## src/rtl/audio_sched_pkg.sv

```systemverilog
// audio_sched_pkg: shared state encoding, sample type and default frame timing for the audio scheduler.
package audio_sched_pkg;
    localparam int DEF_SAMPLE_W      = 16;
    localparam int DEF_MCLK_PER_BCLK = 4;
    localparam int DEF_BITS_PER_SLOT = 32;
    localparam int DEF_UNDERRUN_W    = 8;
    localparam int FRAME_LEN         = 2 * DEF_BITS_PER_SLOT * DEF_MCLK_PER_BCLK;
    localparam int DEADLINE_POS      = FRAME_LEN - 1;
    localparam int MCLK_HZ           = 12_288_000;
    localparam int BCLK_HZ           = MCLK_HZ / DEF_MCLK_PER_BCLK;
    localparam int FS_HZ             = MCLK_HZ / FRAME_LEN;
    typedef enum logic [1:0] {IDLE, ACQUIRE, PROCESS, WAIT_SLOT} state_t;
    typedef logic [DEF_SAMPLE_W-1:0] sample_t;
endpackage

```

## src/rtl/audio_frame_counter.sv

```systemverilog
// audio_frame_counter: frame position counter; derives serial_clk, ws, bit_counter and frame_start.
//   input_clk, reset : master clock, synchronous active-high reset
//   run              : scheduler is out of IDLE (pos advances), else pos held at 0
//   enable           : a new frame starts after IDLE or after the last position
//   pos              : current frame position
//   serial_clk, ws, bit_counter, frame_start : registered timing outputs aligned to pos
module audio_frame_counter #(
    parameter int MCLK_PER_BCLK = 4,
    parameter int BITS_PER_SLOT = 32,
    parameter int POS_W         = $clog2(2 * BITS_PER_SLOT * MCLK_PER_BCLK)
) (
    input  logic                             input_clk,
    input  logic                             reset,
    input  logic                             run,
    input  logic                             enable,
    output logic [POS_W-1:0]                 pos,
    output logic                             serial_clk,
    output logic                             ws,
    output logic [$clog2(BITS_PER_SLOT)-1:0] bit_counter,
    output logic                             frame_start
);
    localparam int CK = $clog2(MCLK_PER_BCLK);
    localparam int BW = $clog2(BITS_PER_SLOT);
    localparam logic [POS_W-1:0] ONE = {{(POS_W-1){1'b0}}, 1'b1};
    logic [POS_W-1:0] pos_next;
    always_comb pos_next = run ? pos + ONE : '0;
    // Timing outputs are registered from pos_next so they line up with pos in the same cycle.
    always_ff @(posedge input_clk) begin
        if (reset) begin
            pos         <= '0;
            serial_clk  <= 1'b0;
            ws          <= 1'b0;
            bit_counter <= '0;
            frame_start <= 1'b0;
        end else begin
            pos         <= pos_next;
            serial_clk  <= pos_next[CK-1];
            ws          <= pos_next[POS_W-1];
            bit_counter <= pos_next[CK +: BW];
            frame_start <= enable && (!run || pos == '1);
        end
    end
endmodule

```

## src/rtl/audio_frame_scheduler.sv

```systemverilog
// audio_frame_scheduler: per-frame ADC -> DSP -> I2S sequencing with deadline (underrun) tracking.
//   input_clk, reset        : master clock, synchronous active-high reset
//   enable                  : run request, checked at every frame boundary
//   serial_clk, ws, bit_counter, frame_start : derived I2S timing
//   adc_req/adc_ack/adc_data               : ADC sample handshake
//   dsp_in_valid/dsp_in_data               : sample handed to the DSP
//   dsp_out_valid/dsp_out_data             : DSP result
//   tx_sample/tx_load                      : word loaded into the transmitter at the last frame position
//   underrun_count                         : saturating count of missed deadlines
//   busy                                   : scheduler is out of IDLE
module audio_frame_scheduler
    import audio_sched_pkg::*;
#(
    parameter int SAMPLE_W      = DEF_SAMPLE_W,
    parameter int MCLK_PER_BCLK = DEF_MCLK_PER_BCLK,
    parameter int BITS_PER_SLOT = DEF_BITS_PER_SLOT,
    parameter int UNDERRUN_W    = DEF_UNDERRUN_W
) (
    input  logic                             input_clk,
    input  logic                             reset,
    input  logic                             enable,
    output logic                             serial_clk,
    output logic                             ws,
    output logic [$clog2(BITS_PER_SLOT)-1:0] bit_counter,
    output logic                             frame_start,
    output logic                             adc_req,
    input  logic                             adc_ack,
    input  logic [SAMPLE_W-1:0]              adc_data,
    output logic                             dsp_in_valid,
    output logic [SAMPLE_W-1:0]              dsp_in_data,
    input  logic                             dsp_out_valid,
    input  logic [SAMPLE_W-1:0]              dsp_out_data,
    output logic [SAMPLE_W-1:0]              tx_sample,
    output logic                             tx_load,
    output logic [UNDERRUN_W-1:0]            underrun_count,
    output logic                             busy
);
    localparam int POS_W = $clog2(2 * BITS_PER_SLOT * MCLK_PER_BCLK);
    localparam logic [POS_W-1:0] NEAR = {{(POS_W-1){1'b1}}, 1'b0};
    localparam logic [UNDERRUN_W-1:0] U_ONE = {{(UNDERRUN_W-1){1'b0}}, 1'b1};
    state_t state, state_next;
    logic [POS_W-1:0] pos;
    logic [SAMPLE_W-1:0] pending, tx_next;
    logic pending_valid, run, near, last, on_time, take_adc, take_dsp, idle_next;
    audio_frame_counter #(
        .MCLK_PER_BCLK(MCLK_PER_BCLK),
        .BITS_PER_SLOT(BITS_PER_SLOT),
        .POS_W        (POS_W)
    ) u_counter (
        .input_clk  (input_clk),
        .reset      (reset),
        .run        (run),
        .enable     (enable),
        .pos        (pos),
        .serial_clk (serial_clk),
        .ws         (ws),
        .bit_counter(bit_counter),
        .frame_start(frame_start)
    );
    // Registered outputs become visible one edge later, so the deadline decisions that must
    // show during the last position are taken on the edge leaving the position before it (near).
    always_comb begin
        run        = state != IDLE;
        near       = run && pos == NEAR;
        last       = run && pos == '1;
        take_adc   = state == ACQUIRE && adc_ack && !near;
        take_dsp   = state == PROCESS && dsp_out_valid && !near;
        on_time    = pending_valid || (state == PROCESS && dsp_out_valid);
        state_next = (!run || last) ? (enable ? ACQUIRE : IDLE) :
                     near ? WAIT_SLOT :
                     take_adc ? PROCESS :
                     take_dsp ? WAIT_SLOT : state;
        idle_next  = state_next == IDLE;
        tx_next    = !near ? tx_sample :
                     pending_valid ? pending :
                     on_time ? dsp_out_data : tx_sample;
    end
    always_ff @(posedge input_clk) begin
        if (reset) begin
            state          <= IDLE;
            busy           <= 1'b0;
            adc_req        <= 1'b0;
            dsp_in_valid   <= 1'b0;
            dsp_in_data    <= '0;
            pending        <= '0;
            pending_valid  <= 1'b0;
            tx_load        <= 1'b0;
            tx_sample      <= '0;
            underrun_count <= '0;
        end else begin
            state          <= state_next;
            busy           <= !idle_next;
            adc_req        <= state_next == ACQUIRE;
            dsp_in_valid   <= take_adc;
            dsp_in_data    <= idle_next ? '0 : take_adc ? adc_data : dsp_in_data;
            pending        <= take_dsp ? dsp_out_data : pending;
            pending_valid  <= !idle_next && !near && (take_dsp || pending_valid);
            tx_load        <= near;
            tx_sample      <= idle_next ? '0 : tx_next;
            underrun_count <= idle_next ? '0 :
                              (near && !on_time && underrun_count != '1) ? underrun_count + U_ONE :
                              underrun_count;
        end
    end
endmodule

```

## config.mk

```make
export PLATFORM = sky130hd
export DESIGN_NAME = audio_frame_scheduler
export DESIGN_NICKNAME = d
export VERILOG_FILES = /design/src/rtl/audio_sched_pkg.sv /design/src/rtl/audio_frame_counter.sv /design/src/rtl/audio_frame_scheduler.sv
export SDC_FILE = /design/constraint.sdc
export NUM_CORES = 1
export LEC_CHECK = 0
export ABC_AREA = 1
export ABC_CLOCK_PERIOD_IN_PS = 2420
export CAP_MARGIN = 5
export CORE_MARGIN = 5
export CORE_UTILIZATION = 51
export DETAILED_ROUTE_END_ITERATION = 12
export PLACE_DENSITY = 0.95
export SLEW_MARGIN = 20
export SYNTH_ARGS = -nofsm -noshare
export SYNTH_HDL_FRONTEND = slang
export SYNTH_HIERARCHICAL = 1
export SYNTH_SLANG_ARGS = --single-unit
```

## constraint.sdc

```tcl
create_clock -name input_clk -period 2.42 [get_ports input_clk]
set_input_delay 0.605 -clock input_clk [delete_from_list [all_inputs] [get_ports input_clk]]
set_output_delay 0.605 -clock input_clk [all_outputs]
set_load 0.05 [all_outputs]
```

* Word level (Yosys, flattened, before mapping)
Cells that the tools add are included.
** Word-level totals
- Flip-flop bits (word level) :: 79
- Bits of input ports :: 37
- Output and inout bits :: 52
- Word-level logic and storage cells :: 58
** Cells by class
- $add $sub $neg :: 2
- Equality and inequality tests :: 6
- Muxes and demuxes :: 8
- Bitwise logic cells :: 1
- Reduce and logical (&&, ||, !) cells :: 25
** Operator list (number)
- 16-bit 2-to-1 mux :: 2
- 8-bit by 1-bit adder with 8-bit output, second input constant :: 2
- 8-bit equality test, second input constant :: 2
- 1-bit logical AND :: 11
- 2-bit 2-to-1 mux :: 4
- 8-bit 2-to-1 mux :: 1
- 8-bit != test, second input constant :: 1
- 2-bit by 1-bit equality test with 1-bit output, second input constant :: 2
- 1-bit logical NOT :: 4
- 1-bit logical OR :: 4
- 2-bit nonzero test :: 2
- 2-bit OR reduction :: 2
- 2-bit equality test, second input constant :: 1
- 2-bit logical NOT :: 1
- 2-bit AND reduction :: 1
- 1-bit 2-to-1 mux :: 1
- 1-bit NOT :: 1

* Longest topological paths before layout
Gate-level depths: netlist (run 1).
- Word-level depth :: 12
- Depth in mapped cells :: 10
- Depth with buffers taken out :: 9

* Cells and area by module
Netlist (run 1), hierarchy kept.
** Modules (own cells, without submodules)
- audio_frame_scheduler :: times used 1, cells an instance 394, area each 2737.6 um^2
- audio_frame_counter :: times used 1, cells an instance 62, area each 439.2 um^2

* Least setup slack after synthesis (run 1)
No wires, ideal clock.
- Path kind :: input to register
- Start :: in u_counter.pos[5]
- End :: reg pending[10]
- Library setup time :: 0.116 ns
- Arrival time :: 1.729 ns
- Data required time :: 2.304 ns
- Setup slack :: 0.576 ns
- Stages on the path :: 10
- Path buffers :: 2
- Path through :: dfxtp_1 -> buf_4 -> nand2_1 -> nor2_4 -> nand3_2 -> nand2_2 -> inv_2 -> buf_2 -> nor2_1 -> nor2_1
** Between the ends
- Longest elaborated chain between the ends :: 4
** RTL lines
- from (decl) :: line audio_frame_counter.sv:16 : output logic [POS_W-1:0] pos,
- 8-bit equality test :: line audio_frame_scheduler.sv:64 : near = run && pos == NEAR;
- 1-bit logical AND :: line audio_frame_scheduler.sv:64
- 1-bit logical NOT :: line audio_frame_scheduler.sv:67 : take_dsp = state == PROCESS && dsp_out_valid && !near;
- 1-bit logical AND :: line audio_frame_scheduler.sv:67
- to (signal assigned) :: line audio_frame_scheduler.sv:96 : pending <= take_dsp ? dsp_out_data : pending;
- to (decl) :: line audio_frame_scheduler.sv:43 : logic [SAMPLE_W-1:0] pending, tx_next;
No other way between the ends.
A chain may end at the register's enable or synchronous reset.

* Worst setup path after layout (run 1)
- Start :: in underrun_count[2]
- End :: out underrun_count[2]
** RTL lines
- from (decl) :: line audio_frame_scheduler.sv:35 : output logic [UNDERRUN_W-1:0] underrun_count,
No word-level cell between the ends.

==> results of run 1 <==
==> how the worst max path moves through the flow <==
stage	start	endpoint	slack (ns)	cells after the start
after floorplan	u_counter/pos[5]$_SDFF_PP0_	pending[10]$_SDFFE_PP0P_	0.58	9
after global placement	dsp_out_valid	tx_sample[12]$_SDFFE_PP0P_	0.34	9
after global routing	underrun_count[2]$_SDFFE_PP0P_	underrun_count[2]	0.10	1
after detailed placement	dsp_out_valid	tx_sample[12]$_SDFFE_PP0P_	0.31	9
final	underrun_count[2]$_SDFFE_PP0P_	underrun_count[2]	0.15	1
after CTS	underrun_count[2]$_SDFFE_PP0P_	underrun_count[2]	0.15	1
==> metrics by stage <==
stage,power (mW),cells
2_1_floorplan,1.37,456
3_3_place_gp,1.48,602
3_5_place_dp,1.48,602
4_1_cts,2.61,618
5_1_grt,2.70,618
6_report,2.59,618
==> synthesized netlist by cell type, drive strengths merged <==
library cell    n
a21oi          43
and3            1
inv            28
ha              2
buf            19
nand3b          1
clkinv          1
nand3          16
nor2           70
nand4           1
nor3            2
xor2            4
o21ai          19
dfxtp          72
clkbuf          2
nand2         175
==> area by class of cell <==
type | count | area share (%)
multi-input combinational | 334 | 34.7
sequential | 72 | 33.6
timing repair buffer | 92 | 21.2
clock buffer | 9 | 2.88
clock inverter | 7 | 2.80
inverter | 29 | 2.65
tap | 75 | 2.19
==> kinds of logic after synthesis <==
group / Yosys count / share of synthesized area (%)
buffers and inverters: 50 / 7.72
adder cells (fa/ha/maj): 2 / 0.788
AND/OR/NAND/NOR: 266 / 35.1
AO/OA/AOI/OAI: 62 / 9.89
XOR/XNOR: 4 / 1.10
flip-flops: 72 / 45.4
==> sequential cells by signal, indices dropped and copies added, names as in the netlist <==
name	cells
tx_sample	16
busy	1
adc_req	1
underrun_count	8
state	2
pending_valid	1
tx_load	1
pending	16
u_counter/frame_start	1
dsp_in_data	16
u_counter/pos	8
dsp_in_valid	1
==> worst register-to-register path: cells and delay by family, from the launching register on <==
family,cells,cell delay [ns]
and+or+nand+nor,5,0.80
DFF,1,0.45
adders and majority gates,1,0.27
AOI/OAI and AO/OA,1,0.14
==> routing by layer <==
| layer | part of all wire, % | track usage (%) |
|---|---|---|
| met4 | 2.1 | 9.89 |
| met1 | 39 | 24.0 |
| met5 | 0 | 0 |
| met3 | 8.8 | 6.91 |
| met2 | 50 | 36.8 |
==> report_power, final <==
group / internal (mW) / leakage (nW) / switching (mW)
clock: 0.686 / 0.119 / 0.447
sequential: 1.20 / 0.582 / 0.0117
combinational: 0.103 / 0.967 / 0.142
==> out/qor.yml, run 1 <==
p_leak_nw: 1.67
syn-cell-area_um2: 3180
die_y_um: 88.9
grt_pass1_wl_mm: 13.3
hold_start: "tx_sample[2]$_SDFFE_PP0P_"
yosysWarnings: 6
ys_types: 26
place_ws_ns: 0.311
port_buffers: 88
cp.arrival_ns: 1.66
numCtsBuffers: 9
slew_violations: 0
final_common_cell: "nand2_1"
r2r_cells: 7
place.gp.congestion: 0.835
cts-root-buf: "clkbuf_8"
clk_pin_slew_worst_paths_ns: 0.07
drt_iter0_markers: 169
rr_endpoint: "underrun_count[0]$_SDFFE_PP0P_"
start_kind: "flop"
timing.fmax_mhz: 441
utilization_pct: 71.7
hold_class: "flop to flop"
max-slew-margin-rel_pct: 64.3
period_share_pct: 93.6
rsz0062_at_grt: "no"
syn-num-nets: 495
postCtsSetupBuffers: 0
min_to: "tx_sample[2]$_SDFFE_PP0P_"
cp.required_ns: 1.81
rrSetupSlack_ns: 0.69
place_area_um2: 4050
fin_nets: 577
seq_area_frac_synth_pct: 45.4
r2r_start: "underrun_count[0]$_SDFFE_PP0P_"
tns_ns: 0
multi_input_area_um2: 1490
critPathBufInv: 1
grt_pass1_vias: 2997
core-area_um2: 5990
yosys.area.top_type: "dfxtp_1"
start_util_pct: 53.0
wl_mm: 8.07
hold_depth: 2
cp_top_family: "buffers and inverters"
synthTopCellsByArea: "dfxtp_1, nand2_1, nor2_1"
critPathMaxFanout: 7
endpoint_kind: "output port"
ant_nets: 0
clock_latency_ns: 0.34
via_per_inst: 5.05
status: "complete, no violations"
overflow: 0
grt_max_degree: 26
diodes: 0
place.detailed.hpwl_mm: 5.82
critPathSlowestCell: "clkdlybuf4s50_1"
finalSetupViolations: 0
syn_inst: 456
drt-pass1-iter-count: 5
drive_gt1_share_pct: 8.10
drv_cap: 0
critical_path.max_stage_delay_ns: 0.86
worst_slack_ns: 0.154
cts.path.max_buffers: 2
synth_top_area_share_pct: 45.4
row_count: 28
synth.ff_latch_count: 72
ios: 89
finalHoldViolCount: 0
wire_per_inst_um: 13.1
path_cells: "clkdlybuf4s50_1"
crit_type: "flop to output port"
worst_slew_pin_slew_ns: 0.534
drcViolationCount: 0
die-area_um2: 7910
cts_resized: 0
grt_usage_pct: 21.4
vdd_drop_max_uv: 440
most-common-layout-cells: "nand2_1, clkdlybuf4s50_1, dfxtp_1, nor2_1, a21oi_1"
synth.avg_cell_area_um2: 6.97
cts_hold_buf: 0
finalHoldWorstSlack_ns: 0.463
p_per_area_nw_per_um2: 604
fillers: 460
cts_tree: "yes"
seqCellArea_um2: 1440
post-route-min-period_ns: 2.27
num_vias: 3123
antenna_found_initial: 0
skew_ns: 0.0107
die_w_um: 88.9
clock_sinks: 72
htreeDepth: 3
area_delta_synth_final_pct: 35.2
fin_area_um2: 4290
Note: power is estimated with default switching activity, not from simulation.
==> run 2, diff against run 1 <==
ABC_AREA = default   (was 1)
==> run 2 against run 1 <==
Compared with the run above:
- setup slack better by 0.012 ns
- sequential cell count stayed put
- total power is 5.6% lower
- die area is 4.0% lower
- global-route usage is 2.5 points lower
- clock skew is 0.0025 ns lower
- non-clock buffer count is 3 higher
- highest routed layer unchanged
==> out/qor.yml, run 2 <==
row_count: 28  # unchanged
min_to: "pending[14]$_SDFFE_PP0P_"  # was tx_sample[2]$_SDFFE_PP0P_
postCtsSetupBuffers: 0  # unchanged
via_per_inst: 5.22  # was 5.05
syn-num-nets: 357  # was 495
hold_depth: 2  # unchanged
cts_hold_buf: 0  # unchanged
wl_mm: 7.01  # was 8.07 mm
synth_most_common_cell: "dfxtp_1"  # was nand2_1
port_buffers: 88  # unchanged
diodes: 0  # unchanged
top_layer_used: "met4"  # unchanged
core-area_um2: 5850  # was 5990 um2
critPathSlowestCell: "clkdlybuf4s50_1"  # unchanged
finalHoldWorstSlack_ns: 0.456  # was 0.463 ns
cts.path.max_buffers: 2  # unchanged
seq_area_frac_synth_pct: 47.5  # was 45.4%
area_delta_synth_final_pct: 35.8  # was 35.2%
finalPower_mw: 2.45  # was 2.59 mW
antenna_found_initial: 0  # unchanged
start_util_pct: 51.9  # was 53.0%
utilization_pct: 70.4  # was 71.7%
wl_met2_mm: 3.49  # was 4.04 mm
path_cells: "buf_4 > clkdlybuf4s50_1"  # was clkdlybuf4s50_1
vdd_drop_max_uv: 376  # was 440 uV
final_cells: 480  # was 618
period_share_pct: 93.1  # was 93.6%
fin_area_um2: 4120  # was 4290 um2
place.detailed.hpwl_mm: 4.94  # was 5.82 mm
synthXorXnorAreaFrac_pct: 1.44  # was 1.10%
post-route-min-period_ns: 2.25  # was 2.27 ns
placedCellCount: 464  # was 602
numCtsBuffers: 9  # unchanged
ant_nets: 0  # unchanged
cp.arrival_ns: 1.65  # was 1.66 ns
rrSetupSlack_ns: 0.25  # was 0.69 ns
synth_top_flop_cell: "dfxtp_1"  # unchanged
async_reset_ff_share_pct: 0  # unchanged
timing.fmax_mhz: 444  # was 441 MHz
synthAdderAreaFrac_pct: 0.825  # was 0.788%
muxShareOfSynthArea_pct: 11.2  # was 0%
r2r_start: "u_counter/pos[5]$_SDFF_PP0_"  # was underrun_count[0]$_SDFFE_PP0P_
hold_class: "flop to flop"  # unchanged
p_leak_nw: 1.52  # was 1.67 nW
p_per_area_nw_per_um2: 594  # was 604 nW/um2
worst_slew_pin_slew_ns: 0.572  # was 0.534 ns
synth_top_family_by_area: "simple AND/OR/NAND/NOR gates"  # unchanged
synth.avg_cell_area_um2: 9.54  # was 6.97 um2
endpoint_kind: "output port"  # unchanged
synthTopCellsByArea: "dfxtp_1, mux2i_1, a211oi_2"  # was dfxtp_1, nand2_1, nor2_1
drcViolationCount: 0  # unchanged
critical_path.max_stage_delay_ns: 0.82  # was 0.86 ns
synthSimpleGateAreaFrac_pct: 20.9  # was 35.1%
most-common-layout-cells: "clkdlybuf4s50_1, dfxtp_1, nor2_1, nand2_1, mux2i_1"  # was nand2_1, clkdlybuf4s50_1, dfxtp_1, nor2_1, a21oi_1
clk_pin_slew_worst_paths_ns: 0.07  # about the same
wire_per_inst_um: 14.6  # was 13.1 um
die-area_um2: 7590  # was 7910 um2
tns_ns: 0  # unchanged
place_area_um2: 3920  # was 4050 um2
cts-root-buf: "clkbuf_8"  # unchanged
overflow: 0  # unchanged
rr_endpoint: "tx_sample[14]$_SDFFE_PP0P_"  # was underrun_count[0]$_SDFFE_PP0P_
cts_resized: 0  # unchanged
max-slew-margin-rel_pct: 61.9  # was 64.3%
grt_pass1_vias: 2406  # was 2,997
grt_max_degree: 43  # was 26
place.gp.congestion: 0.731  # was 0.835
cp.required_ns: 1.81  # about the same
yosys.area.top_type: "dfxtp_1"  # unchanged
ios: 89  # unchanged
yosysWarnings: 6  # unchanged
drive_gt1_share_pct: 11.1  # was 8.10%
drt_iter0_markers: 112  # was 169
skew_ns: 0.00825  # was 0.0107 ns
wl_met3_um: 525  # was 712 um
clock_sinks: 72  # unchanged
fin_nets: 439  # was 577
finalHoldViolCount: 0  # unchanged
start_kind: "flop"  # unchanged
htreeDepth: 3  # unchanged
critPathMaxFanout: 7  # unchanged
hold_start: "pending[14]$_SDFFE_PP0P_"  # was tx_sample[2]$_SDFFE_PP0P_
grt_pass1_wl_mm: 11.4  # was 13.3 mm
die_y_um: 87.1  # was 88.9 um
slew_violations: 0  # unchanged
grt_usage_pct: 18.9  # was 21.4%
synth_compound_area_share_pct: 12.1  # was 9.89%
place_ws_ns: 0.113  # was 0.311 ns
rsz0062_at_grt: "no"  # unchanged
synth_enable_flop_cells: 0  # unchanged
synth_top_area_share_pct: 47.5  # was 45.4%
worst_slack_ns: 0.166  # was 0.154 ns
r2r_cells: 6  # was 7
crit_type: "flop to output port"  # unchanged
drt-pass1-iter-count: 4  # was 5
finalSetupViolations: 0  # unchanged
num_vias: 2505  # was 3,123
status: "complete, no violations"  # unchanged
die_w_um: 87.1  # was 88.9 um
syn-cell-area_um2: 3030  # was 3180 um2
final_common_cell: "clkdlybuf4s50_1"  # was nand2_1
ys_types: 38  # was 26
synth.ff_latch_count: 72  # unchanged
clock_latency_ns: 0.34  # about the same
met1_length_mm: 2.89  # was 3.14 mm
reg_top3: "dsp_in_data x16, pending x16, tx_sample x16"  # unchanged
drv_cap: 0  # unchanged
synth_common_cells: "dfxtp_1, nor2_1, nand2_1"  # was nand2_1, dfxtp_1, nor2_1
cts_tree: "yes"  # unchanged
syn_inst: 318  # was 456
==> run 2: how the worst max path moves through the flow <==
stage,slack (ns),to,cells after the start,from
after floorplan,0.13,dsp_in_data[10]$_SDFFE_PP0P_,8,u_counter/pos[5]$_SDFF_PP0_
after global placement,0.20,underrun_count[7]$_SDFFE_PP0P_,6,dsp_out_valid
after detailed placement,0.11,underrun_count[5]$_SDFFE_PP0P_,6,dsp_out_valid
after CTS,0.14,bit_counter[0],2,u_counter/pos[2]$_SDFF_PP0_
after global routing,0.08,tx_sample[14]$_SDFFE_PP0P_,6,u_counter/pos[5]$_SDFF_PP0_
final,0.17,bit_counter[0],2,u_counter/pos[2]$_SDFF_PP0_
==> run 2: area by class of cell <==
class	instances	area, um2
clock buffer	11	141
clock inverter	5	56.3
fill	428	1730
inverter	5	18.8
multi-input combinational	217	1410
sequential	72	1440
tap	75	93.8
timing repair buffer	95	958
==> run 2: kinds of logic after synthesis <==
group / Yosys count
AOI/OAI and AO/OA: 51
xor gates and xnor gates: 5
adders and majority gates: 2
buffers and inverters: 29
DFF: 72
muxes: 34
and+or+nand+nor: 125
==> run 2: layer usage <==
metal	GRT usage, %	up-vias
met2	31.5	67
li1	-	1250
met5	0	-
met1	21.9	1177
met3	6.62	11
met4	8.37	0
==> run 2: critical path, delay by kind of cell, from the launching register on <==
family / cells / cell delay, ns
flip-flops: 1 / 0.34
buffers and inverters: 2 / 0.98
==> run 2: power breakdown <==
part | internal (mW) | leakage, nW | switching (mW)
Sequential | 1.21 | 0.582 | 0.0186
Clock | 0.503 | 0.0993 | 0.433
Combinational | 0.126 | 0.841 | 0.157
==> run 3, diff against run 2 <==
CORE_MARGIN = 1.5   (was 5)
CTS_BUF_LIST = sky130_fd_sc_hd__clkbuf_16   (was default)
==> run 3 against run 2 <==
Compared with the run above:
- setup slack worse by 0.025 ns
- total power is 17% higher
- routed wire length is 1.8% higher
- clock skew is 0.0024 ns lower
- sequential share of layout area is 0.72 points lower
- cell area is 2.1% higher
- first-iteration DRC count is 26% higher
- non-clock buffer count is 2 lower
- via count is 1.0% higher
- combinational power hardly changed
- largest cell class unchanged
- highest routed layer unchanged
==> out/qor.yml, run 3 (synthesis gave the netlist of run 2 again) <==
area_delta_synth_final_pct: 38.7  # was 35.8%
p_leak_nw: 1.57  # was 1.52 nW
grt_busiest_layer: "met2"  # unchanged
grtUsageMet3_pct: 6.02  # was 6.62%
core-area_um2: 5610  # was 5850 um2
crit_type: "flop to output port"  # unchanged
slew_violations: 0  # unchanged
critical_path.max_stage_delay_ns: 0.87  # was 0.82 ns
multi_input_area_um2: 1410  # unchanged
p_int_mw: 2.22  # was 1.84 mW
row_count: 27  # was 28
start_kind: "flop"  # unchanged
port_buffers: 88  # unchanged
most-common-layout-cells: "clkdlybuf4s50_1, dfxtp_1, nor2_1, nand2_1, mux2i_1"  # unchanged
cts_tree: "yes"  # unchanged
finalHoldViolCount: 0  # unchanged
gr-usage-met2_pct: 41.8  # was 31.5%
cts-root-buf: "clkbuf_16"  # was clkbuf_8
numCtsBuffers: 9  # unchanged
hold_class: "flop to flop"  # unchanged
cts.path.max_buffers: 2  # unchanged
wl_mm: 7.13  # was 7.01 mm
fin_nets: 437  # was 439
cp_top_family: "buffers and inverters"  # unchanged
grt_pass1_wl_mm: 11.9  # was 11.4 mm
worst_slew_pin_slew_ns: 0.599  # was 0.572 ns
combPwrFrac_pct: 9.9  # was 11.5%
p_clk_share_pct: 47.1  # was 38.2%
start_util_pct: 54.1  # was 51.9%
p_seq_share_pct: 43.0  # was 50.2%
period_share_pct: 94.2  # was 93.1%
grt_util_met1_pct: 28.6  # was 21.9%
post-route-min-period_ns: 2.28  # was 2.25 ns
fin_area_um2: 4210  # was 4120 um2
clk_pin_slew_worst_paths_ns: 0.05  # was 0.07 ns
drive_gt1_share_pct: 10.2  # was 11.1%
place_area_um2: 3910  # was 3920 um2
grt_max_degree: 33  # was 43
max-slew-margin-rel_pct: 60.1  # was 61.9%
startpoint: "u_counter/pos[2]$_SDFF_PP0_"  # unchanged
drv_cap: 0  # unchanged
drt-pass1-iter-count: 4  # unchanged
p_per_area_nw_per_um2: 680  # was 594 nW/um2
critPathCapture: "bit_counter[0]"  # unchanged
overflow: 0  # unchanged
rrSetupSlack_ns: 0.27  # was 0.25 ns
htreeDepth: 3  # unchanged
final_cells: 474  # was 480
seqCellArea_um2: 1440  # unchanged
wire_per_inst_um: 15.1  # was 14.6 um
ios: 89  # unchanged
ant_nets: 0  # unchanged
antenna_found_initial: 0  # unchanged
critPathSlowestCell: "clkdlybuf4s50_1"  # unchanged
reg_top3: "dsp_in_data x16, pending x16, tx_sample x16"  # unchanged
tns_ns: 0  # unchanged
diodes: 0  # unchanged
swShare_pct: 22.3  # was 24.9%
num_vias: 2530  # was 2,505
clock_latency_ns: 0.32  # was 0.34 ns
drt_iter0_markers: 141  # was 112
cts_hold_buf: 0  # unchanged
finalSetupViolations: 0  # unchanged
place.detailed.hpwl_mm: 4.82  # was 4.94 mm
hold_depth: 2  # unchanged
die_y_um: 80.1  # was 87.1 um
fillers: 397  # was 428
drcViolationCount: 0  # unchanged
clock_sinks: 72  # unchanged
critPathMaxFanout: 8  # was 7
grt_usage_pct: 24.3  # was 18.9%
cts_resized: 0  # unchanged
vdd_drop_max_uv: 437  # was 376 uV
place_ws_ns: 0.149  # was 0.113 ns
power.switching_uw: 640  # was 609 uW
path_depth: 1  # was 2
grt_pass1_vias: 2493  # was 2,406
critPathBufInv: 1  # was 2
cp.arrival_ns: 1.67  # was 1.65 ns
place.gp.congestion: 0.799  # was 0.731
die-area_um2: 6420  # was 7590 um2
endpoint_kind: "output port"  # unchanged
placedCellCount: 459  # was 464
rr_endpoint: "tx_sample[6]$_SDFFE_PP0P_"  # was tx_sample[14]$_SDFFE_PP0P_
cp.required_ns: 1.81  # about the same
timing.fmax_mhz: 439  # was 444 MHz
rsz0062_at_grt: "no"  # unchanged
skew_ns: 0.00586  # was 0.00825 ns
r2r_start: "u_counter/pos[5]$_SDFF_PP0_"  # unchanged
path_cells: "clkdlybuf4s50_1"  # was buf_4 > clkdlybuf4s50_1
worst_slack_ns: 0.141  # was 0.166 ns
via_per_inst: 5.34  # was 5.22
postCtsSetupBuffers: 0  # unchanged
final_common_cell: "clkdlybuf4s50_1"  # unchanged
status: "complete, no violations"  # unchanged
r2r_cells: 6  # unchanged
die_w_um: 80.1  # was 87.1 um
[run 3: cell types whose count changed in the layout (fill, tap and decap cells not counted), sizes merged]
cell / change
buf: -2
clkbuf: -2
inv: +2
bufinv: +1
clkinv: -1
clkinvlp: -1
[run 3: metal layers]
metal / vias to the layer above / routed length, um
met1: 1191 / 3020
met4: 0 / 134
met3: 14 / 422
met2: 77 / 3560
met5: - / 0
li1: 1248 / -
[run 3: worst min-delay path by stage]
stage / start / to / slack, ns
2_1_floorplan: pending[0]$_SDFFE_PP0P_ / pending[0]$_SDFFE_PP0P_ / 0.44
3_3_place_gp: pending[6]$_SDFFE_PP0P_ / pending[6]$_SDFFE_PP0P_ / 0.44
3_5_place_dp: pending[12]$_SDFFE_PP0P_ / pending[12]$_SDFFE_PP0P_ / 0.45
4_1_cts: pending[12]$_SDFFE_PP0P_ / pending[12]$_SDFFE_PP0P_ / 0.46
5_1_grt: pending[1]$_SDFFE_PP0P_ / pending[1]$_SDFFE_PP0P_ / 0.48
6_report: pending[11]$_SDFFE_PP0P_ / pending[11]$_SDFFE_PP0P_ / 0.46
[run 3: power by group through the flow]
| stage | Clock (mW) | Combinational (mW) | Sequential, mW |
|---|---|---|---|
| after floorplan | 0 | 0.118 | 1.30 |
| final | 1.35 | 0.283 | 1.23 |
| after global routing | 1.42 | 0.307 | 1.23 |
| after global placement | 0 | 0.277 | 1.26 |
| after CTS | 1.37 | 0.285 | 1.23 |
| after detailed placement | 0 | 0.282 | 1.26 |
[run 3: through the flow]
step	hold slack [ns]	utilization (%)	power [mW]
finish	0.456	75.0	2.86
global route	0.481	75.0	2.96
CTS	0.458	75.0	2.88
detailed placement	0.450	69.6	1.54
global placement	0.441	69.6	1.53
floorplan	0.436	-	1.42
[run 3: worst register-to-register path: stages, from the launching register on]
cell and delay, ns:
dfxtp_1 0.44, nand4_2 0.20, or4_1 0.71, nor2_8 0.18, buf_12 0.20, nor2_1 0.09
a211oi_2 0.24
[run 3: layout make-up]
cell class                      instances  share of cell area [%]
Inverter                                5                   0.446
Sequential cell                        72                    34.3
Tap cell                               72                    2.14
Multi-Input combinational cell        217                    33.5
Clock inverter                          6                    1.84
Timing Repair Buffer                   93                    22.4
Clock buffer                            9                    5.35
==> RTL edit 1: new RTL, config.mk and constraints of run 1 <==
Take the reset off `dsp_in_data` and load it in a clocked block of its own.
--- a/src/rtl/audio_frame_scheduler.sv
+++ b/src/rtl/audio_frame_scheduler.sv
@@ -81,7 +81,6 @@
             busy           <= 1'b0;
             adc_req        <= 1'b0;
             dsp_in_valid   <= 1'b0;
-            dsp_in_data    <= '0;
             pending        <= '0;
             pending_valid  <= 1'b0;
             tx_load        <= 1'b0;
@@ -92,7 +91,6 @@
             busy           <= !idle_next;
             adc_req        <= state_next == ACQUIRE;
             dsp_in_valid   <= take_adc;
-            dsp_in_data    <= idle_next ? '0 : take_adc ? adc_data : dsp_in_data;
             pending        <= take_dsp ? dsp_out_data : pending;
             pending_valid  <= !idle_next && !near && (take_dsp || pending_valid);
             tx_load        <= near;
@@ -102,5 +100,9 @@
                               underrun_count;
         end
     end
+
+    always_ff @(posedge input_clk) begin
+        dsp_in_data <= idle_next ? '0 : take_adc ? adc_data : dsp_in_data;
+    end
 endmodule
 
Behaviour: differs if reset is asserted again (counterexample within 4 cycles, from zero or initial values and one cycle with reset high); with reset held inactive, the same outputs for 10 cycles.
==> RTL edit 1 against run 1 <==
- sequential cell count unchanged
- worst setup slack worse by 8.7 ps
- final area shrank 2.6%
- first-iteration DRC count decreased by 5.3%
- hold slack gained 3.6 ps
- routed wire length is 5.9% lower
- largest cell class is now registers
- area after synthesis shrank 2.0%
- largest power group unchanged
- power decreased by 2.9%
- critical endpoint is now underrun_count[5]
==> RTL edit 1: results (changes against run 1) <==
----------------------------------------------------
[Worst hold path]
  Path type of the worst min-delay path ... flip-flop to flip-flop

[Route]
  WL/cell ... 13.25 µm (+1.5%)
  Total number of vias ... 2886 (-7.6%)
  Number of optimization iterations in the first detailed-route pass ... 4 (-1)
  First DRT Iteration DRCs ... 160 (-5.3%)
  Via-to-Cell Ratio ... 5.037 (-0.33%)

[Finish]
  Final nets ... 532 (-7.8%)
  Final-layout fill cell count ... 442 (-3.9%)
  Share of cells above drive strength 1 ... 10.44% (+2.3 points)

[Global route]
  Met1 track demand over resource ... 24.91% (+0.87 points)
  Largest net degree at the start of global routing ... 18 (-31%)
  Met2 layer usage reported by global route ... 33.63% (-3.1 points)
  Routing usage on met3 ... 4.610% (-2.3 points)
  Global-route usage over all layers ... 20.54% (-0.86 points)
  Wire length of the first global-routing pass ... 12590 µm (-5.6%)

[Synth]
  Multiplexer area fraction after synthesis ... 5.788% (+5.8 points)
  Leading cell types by total area after synthesis ... sky130_fd_sc_hd__dfxtp_1, sky130_fd_sc_hd__nand2_1, sky130_fd_sc_hd__nor2_1
  Post-synthesis share of cell area spent on full adders, half adders and majority gates ... 0.8039% (+0.016 points)
  Share of the synthesized netlist area taken by xor and xnor gates ... 1.125% (+0.023 points)
  Avg Inst Size Synth ... 7.574 µm² (+8.7%)
  Share of the synthesized area in compound gates (AO/OA/AOI/OAI) ... 9.646% (-0.24 points)
  Cell types with the highest counts after synthesis ... sky130_fd_sc_hd__nand2_1, sky130_fd_sc_hd__dfxtp_1, sky130_fd_sc_hd__nor2_1, sky130_fd_sc_hd__a21oi_1, sky130_fd_sc_hd__inv_1
  Post-synthesis sequential area ratio ... 46.30% (+0.93 points)
  Syn Nets ... 450 (-9.1%)
  Fraction of registers with async set or reset after synthesis ... 0% (unchanged)

[Pwr]
  Peak supply drop ... 362.0 µV (-18%)
  Internal Pwr Total ... 1.887 mW (-5.3%)
  Leakage Power ... 1.563 nW (-6.3%)

[Place]
  Half-perimeter wire length after placement ... 5459 µm (-6.3%)
  Worst slack at placement ... 280.2 ps (-30.48 ps)
  Routability cong. ... 0.8562 (+2.6%)
  Number of input and output port buffers inserted ... 88 (unchanged)
  Placed cell count ... 557 (-7.5%)

[Critical path]
  Library cell contributing the largest single delay on the critical path ... sky130_fd_sc_hd__clkdlybuf4s50_1
  Arrival time of data at the critical path endpoint ... 1670 ps

[Timing]
  Clock Skew ... 5.988 ps (-4.756 ps)
  Worst slew pin tran ... 542.6 ps (+8.523 ps)

[Clocking]
  Clock-pin slew on the worst setup and hold paths ... 70 ps (about the same)
  Clk root buf ... sky130_fd_sc_hd__clkbuf_8

[Status]
  Status ... finished, final reports clean

----------------------------------------------------
-- RTL edit 1: changes by cell type after synthesis, sizes merged, moves of 2 or more --
cell / before / now
inv: 28 / 30
mux2: 0 / 16
nand2: 175 / 116
nand3: 16 / 18
nand4: 1 / 4
nor2: 70 / 64
-- RTL edit 1: routing by layer --
| layer | vias up | routed length [µm] |
|---|---|---|
| met2 | 98 | 3543 |
| met3 | 14 | 567 |
| met4 | 0 | 174 |
| li1 | 1467 | - |
| met1 | 1307 | 3307 |
| met5 | - | 0 |
-- RTL edit 1: final timing paths --
kind                       end  slack, ps  cells past startpoint         startpoint
max          underrun_count[5]        150                      1  underrun_count[5]
min               tx_sample[1]        470                      2       tx_sample[1]
max reg2reg         pending[1]        710                      7   u_counter/pos[2]
min reg2reg       tx_sample[1]        470                      2       tx_sample[1]
-- RTL edit 1: layout make-up --
type                    count  share of cell area [%]
clock buffers              13                   3.798
repair buffers             92                   22.07
flip-flops and latches     72                   34.45
inverters                  30                   2.751
multi-input cells         288                   33.73
well taps                  75                   2.243
clock inverters             3                  0.9569
-- RTL edit 1: power groups by stage --
stage               Clock [mW]  Combinational, mW  Sequential, mW
floorplan                    0              0.104            1.35
global placement             0              0.329            1.26
detailed placement           0              0.335            1.26
CTS                      0.962              0.337            1.24
global route              1.02              0.361            1.24
finish                   0.946              0.335            1.24
-- RTL edit 1: through the flow --
step	area, µm²	power [mW]
global placement	3985	1.590
detailed placement	3985	1.597
finish	4184	2.517
global route	4184	2.616
CTS	4184	2.535
floorplan	3113	1.456
==> RTL edit 2: new RTL, config.mk and constraints of run 1 <==
Without the edit above. Set the package constant `DEF_UNDERRUN_W` to 6 (it was 8).
--- a/src/rtl/audio_sched_pkg.sv
+++ b/src/rtl/audio_sched_pkg.sv
@@ -3,7 +3,7 @@
     localparam int DEF_SAMPLE_W      = 16;
     localparam int DEF_MCLK_PER_BCLK = 4;
     localparam int DEF_BITS_PER_SLOT = 32;
-    localparam int DEF_UNDERRUN_W    = 8;
+    localparam int DEF_UNDERRUN_W    = 6;
     localparam int FRAME_LEN         = 2 * DEF_BITS_PER_SLOT * DEF_MCLK_PER_BCLK;
     localparam int DEADLINE_POS      = FRAME_LEN - 1;
     localparam int MCLK_HZ           = 12_288_000;
Interface: changed (resized underrun_count); port bits go from 89 to 87. The function was not compared with the original's and may differ.
==> RTL edit 2 against run 1 <==
- die area fell by 5.8%
- core utilization grew 0.67 points
- sequential cell count fell by 2
- critical endpoint unchanged
- power down 11%
- worst setup slack better by 16 ps
- routed wire length decreased by 1.5%
- final area decreased by 6.1%
- area after synthesis is 6.5% lower
==> RTL edit 2: results (changes against run 1) <==
----------------------------------------------------
[Critical path]
  Flop2flop setup slack ... 650 ps (-40 ps)
  Reg2Reg Depth ... 8 (+1)
  Endpoint of the lowest-slack register-to-register path ... tx_sample[7]
  Launching point of the worst reg2reg path ... u_counter/pos[4]
  Arrival time of data at the critical path endpoint ... 1640 ps (-20 ps)

[Place]
  Half-perimeter wire length after placement ... 5698 µm (-2.2%)
  Worst slack at placement ... 168.9 ps (-141.8 ps)
  Number of input and output port buffers inserted ... 86 (-2.3%)
  Total placed instance area ... 3845 µm² (-5.1%)
  Placed cell count ... 571 (-5.1%)
  Routability cong. ... 0.8764 (+5.0%)

[Timing]
  Clock Skew ... 6.435 ps (-4.309 ps)
  Hold slack ... 464.2 ps (+0.7260 ps)
  Worst slew pin tran ... 539.4 ps (+5.306 ps)

[Route]
  Total number of vias ... 2989 (-4.3%)
  First DRT Iteration DRCs ... 241 (+43%)
  Metal-1 WL ... 3153 µm (+0.38%)
  Sum of met3 wire segment lengths after detailed routing ... 527 µm (-26%)
  WL/cell ... 13.56 µm (+3.9%)
  Detailed-routed wire length on met2 ... 4069 µm (+0.77%)

[Status]
  Status ... finished, final reports clean

[Finish]
  Final nets ... 549 (-4.9%)
  Share of cells above drive strength 1 ... 7.004% (-1.1 points)
  Final core utilization ... 72.35% (+0.67 points)
  Largest regs ... dsp_in_data (16), pending (16), tx_sample (16)

[Worst hold path]
  Worst Min Path Start ... dsp_in_data[10]
  Endpoint, Worst Hold ... dsp_in_data[10]
  Worst hold path depth ... 2 (unchanged)

[Synth]
  Leading cell types by total area after synthesis ... sky130_fd_sc_hd__dfxtp_1, sky130_fd_sc_hd__nand2_1, sky130_fd_sc_hd__nor2_1
  Share of the synthesized netlist area taken by xor and xnor gates ... 1.474% (+0.37 points)
  Share of the synthesized area in compound gates (AO/OA/AOI/OAI) ... 9.768% (-0.12 points)
  Cell types with the highest counts after synthesis ... sky130_fd_sc_hd__nand2_1, sky130_fd_sc_hd__dfxtp_1, sky130_fd_sc_hd__nor2_1, sky130_fd_sc_hd__a21oi_1, sky130_fd_sc_hd__inv_1
  Post-synthesis share of cell area spent on full adders, half adders and majority gates ... 0.8421% (+0.054 points)

[Global route]
  Wire length of the first global-routing pass ... 13010 µm (-2.4%)
  Via count of the first global-routing pass ... 2872 (-4.2%)
  Largest net degree at the start of global routing ... 24 (-7.7%)
  Global-route usage over all layers ... 21.67% (+0.27 points)

[Clocking]
  Count of H-tree levels built during CTS ... 3 (unchanged)

[Pwr]
  Leakage Power ... 1.560 nW (-6.5%)
  Peak supply drop ... 306.4 µV (-30%)
  Power dissipated by switching net loads ... 0.5790 mW (-3.6%)

----------------------------------------------------
[RTL edit 2: changes by cell type after synthesis, sizes merged, moves of 3 or more]
cell / change
nand2: -14
clkbuf: +3
nor2: -5
buf: -3
a21oi: -3
[RTL edit 2: tightest hold or removal path: stages, from the launching register on]
cell	delay, ps
sky130_fd_sc_hd__dfxtp_1	310
sky130_fd_sc_hd__nand2_1	60
sky130_fd_sc_hd__a21oi_1	50
[RTL edit 2: worst max-delay path by stage]
stage / startpoint / depth (start not counted) / slack (ps) / endpoint
final: underrun_count[2] / 1 / 170 / underrun_count[2]
after global routing: u_counter/pos[1] / 1 / 110 / serial_clk
after detailed placement: dsp_out_valid / 7 / 170 / tx_sample[7]
after global placement: dsp_out_valid / 7 / 250 / tx_sample[7]
after CTS: underrun_count[2] / 1 / 160 / underrun_count[2]
after floorplan: u_counter/pos[5] / 9 / 570 / tx_sample[10]
[RTL edit 2: layer usage]
layer / vias to the layer above / track usage, %
met5: - / 0
met4: 0 / 11.05
met3: 20 / 4.468
met2: 116 / 37.90
met1: 1357 / 24.82
li1: 1496 / -
[RTL edit 2: power groups by stage]
stage	logic [mW]	clock network [mW]	registers, mW
floorplan	0.0849	0	1.25
global placement	0.235	0	1.21
detailed placement	0.239	0	1.21
CTS	0.242	0.909	1.18
global route	0.262	0.972	1.18
finish	0.243	0.894	1.18
[RTL edit 2: area by class of cell]
type                       instances  share of cell area, %
multi-input combinational        310                  33.35
sequential                        70                  34.75
inverter                          27                  2.544
clock buffer                       9                  3.072
clock inverter                     6                  1.582
timing repair buffer              92                  22.46
tap                               72                  2.234
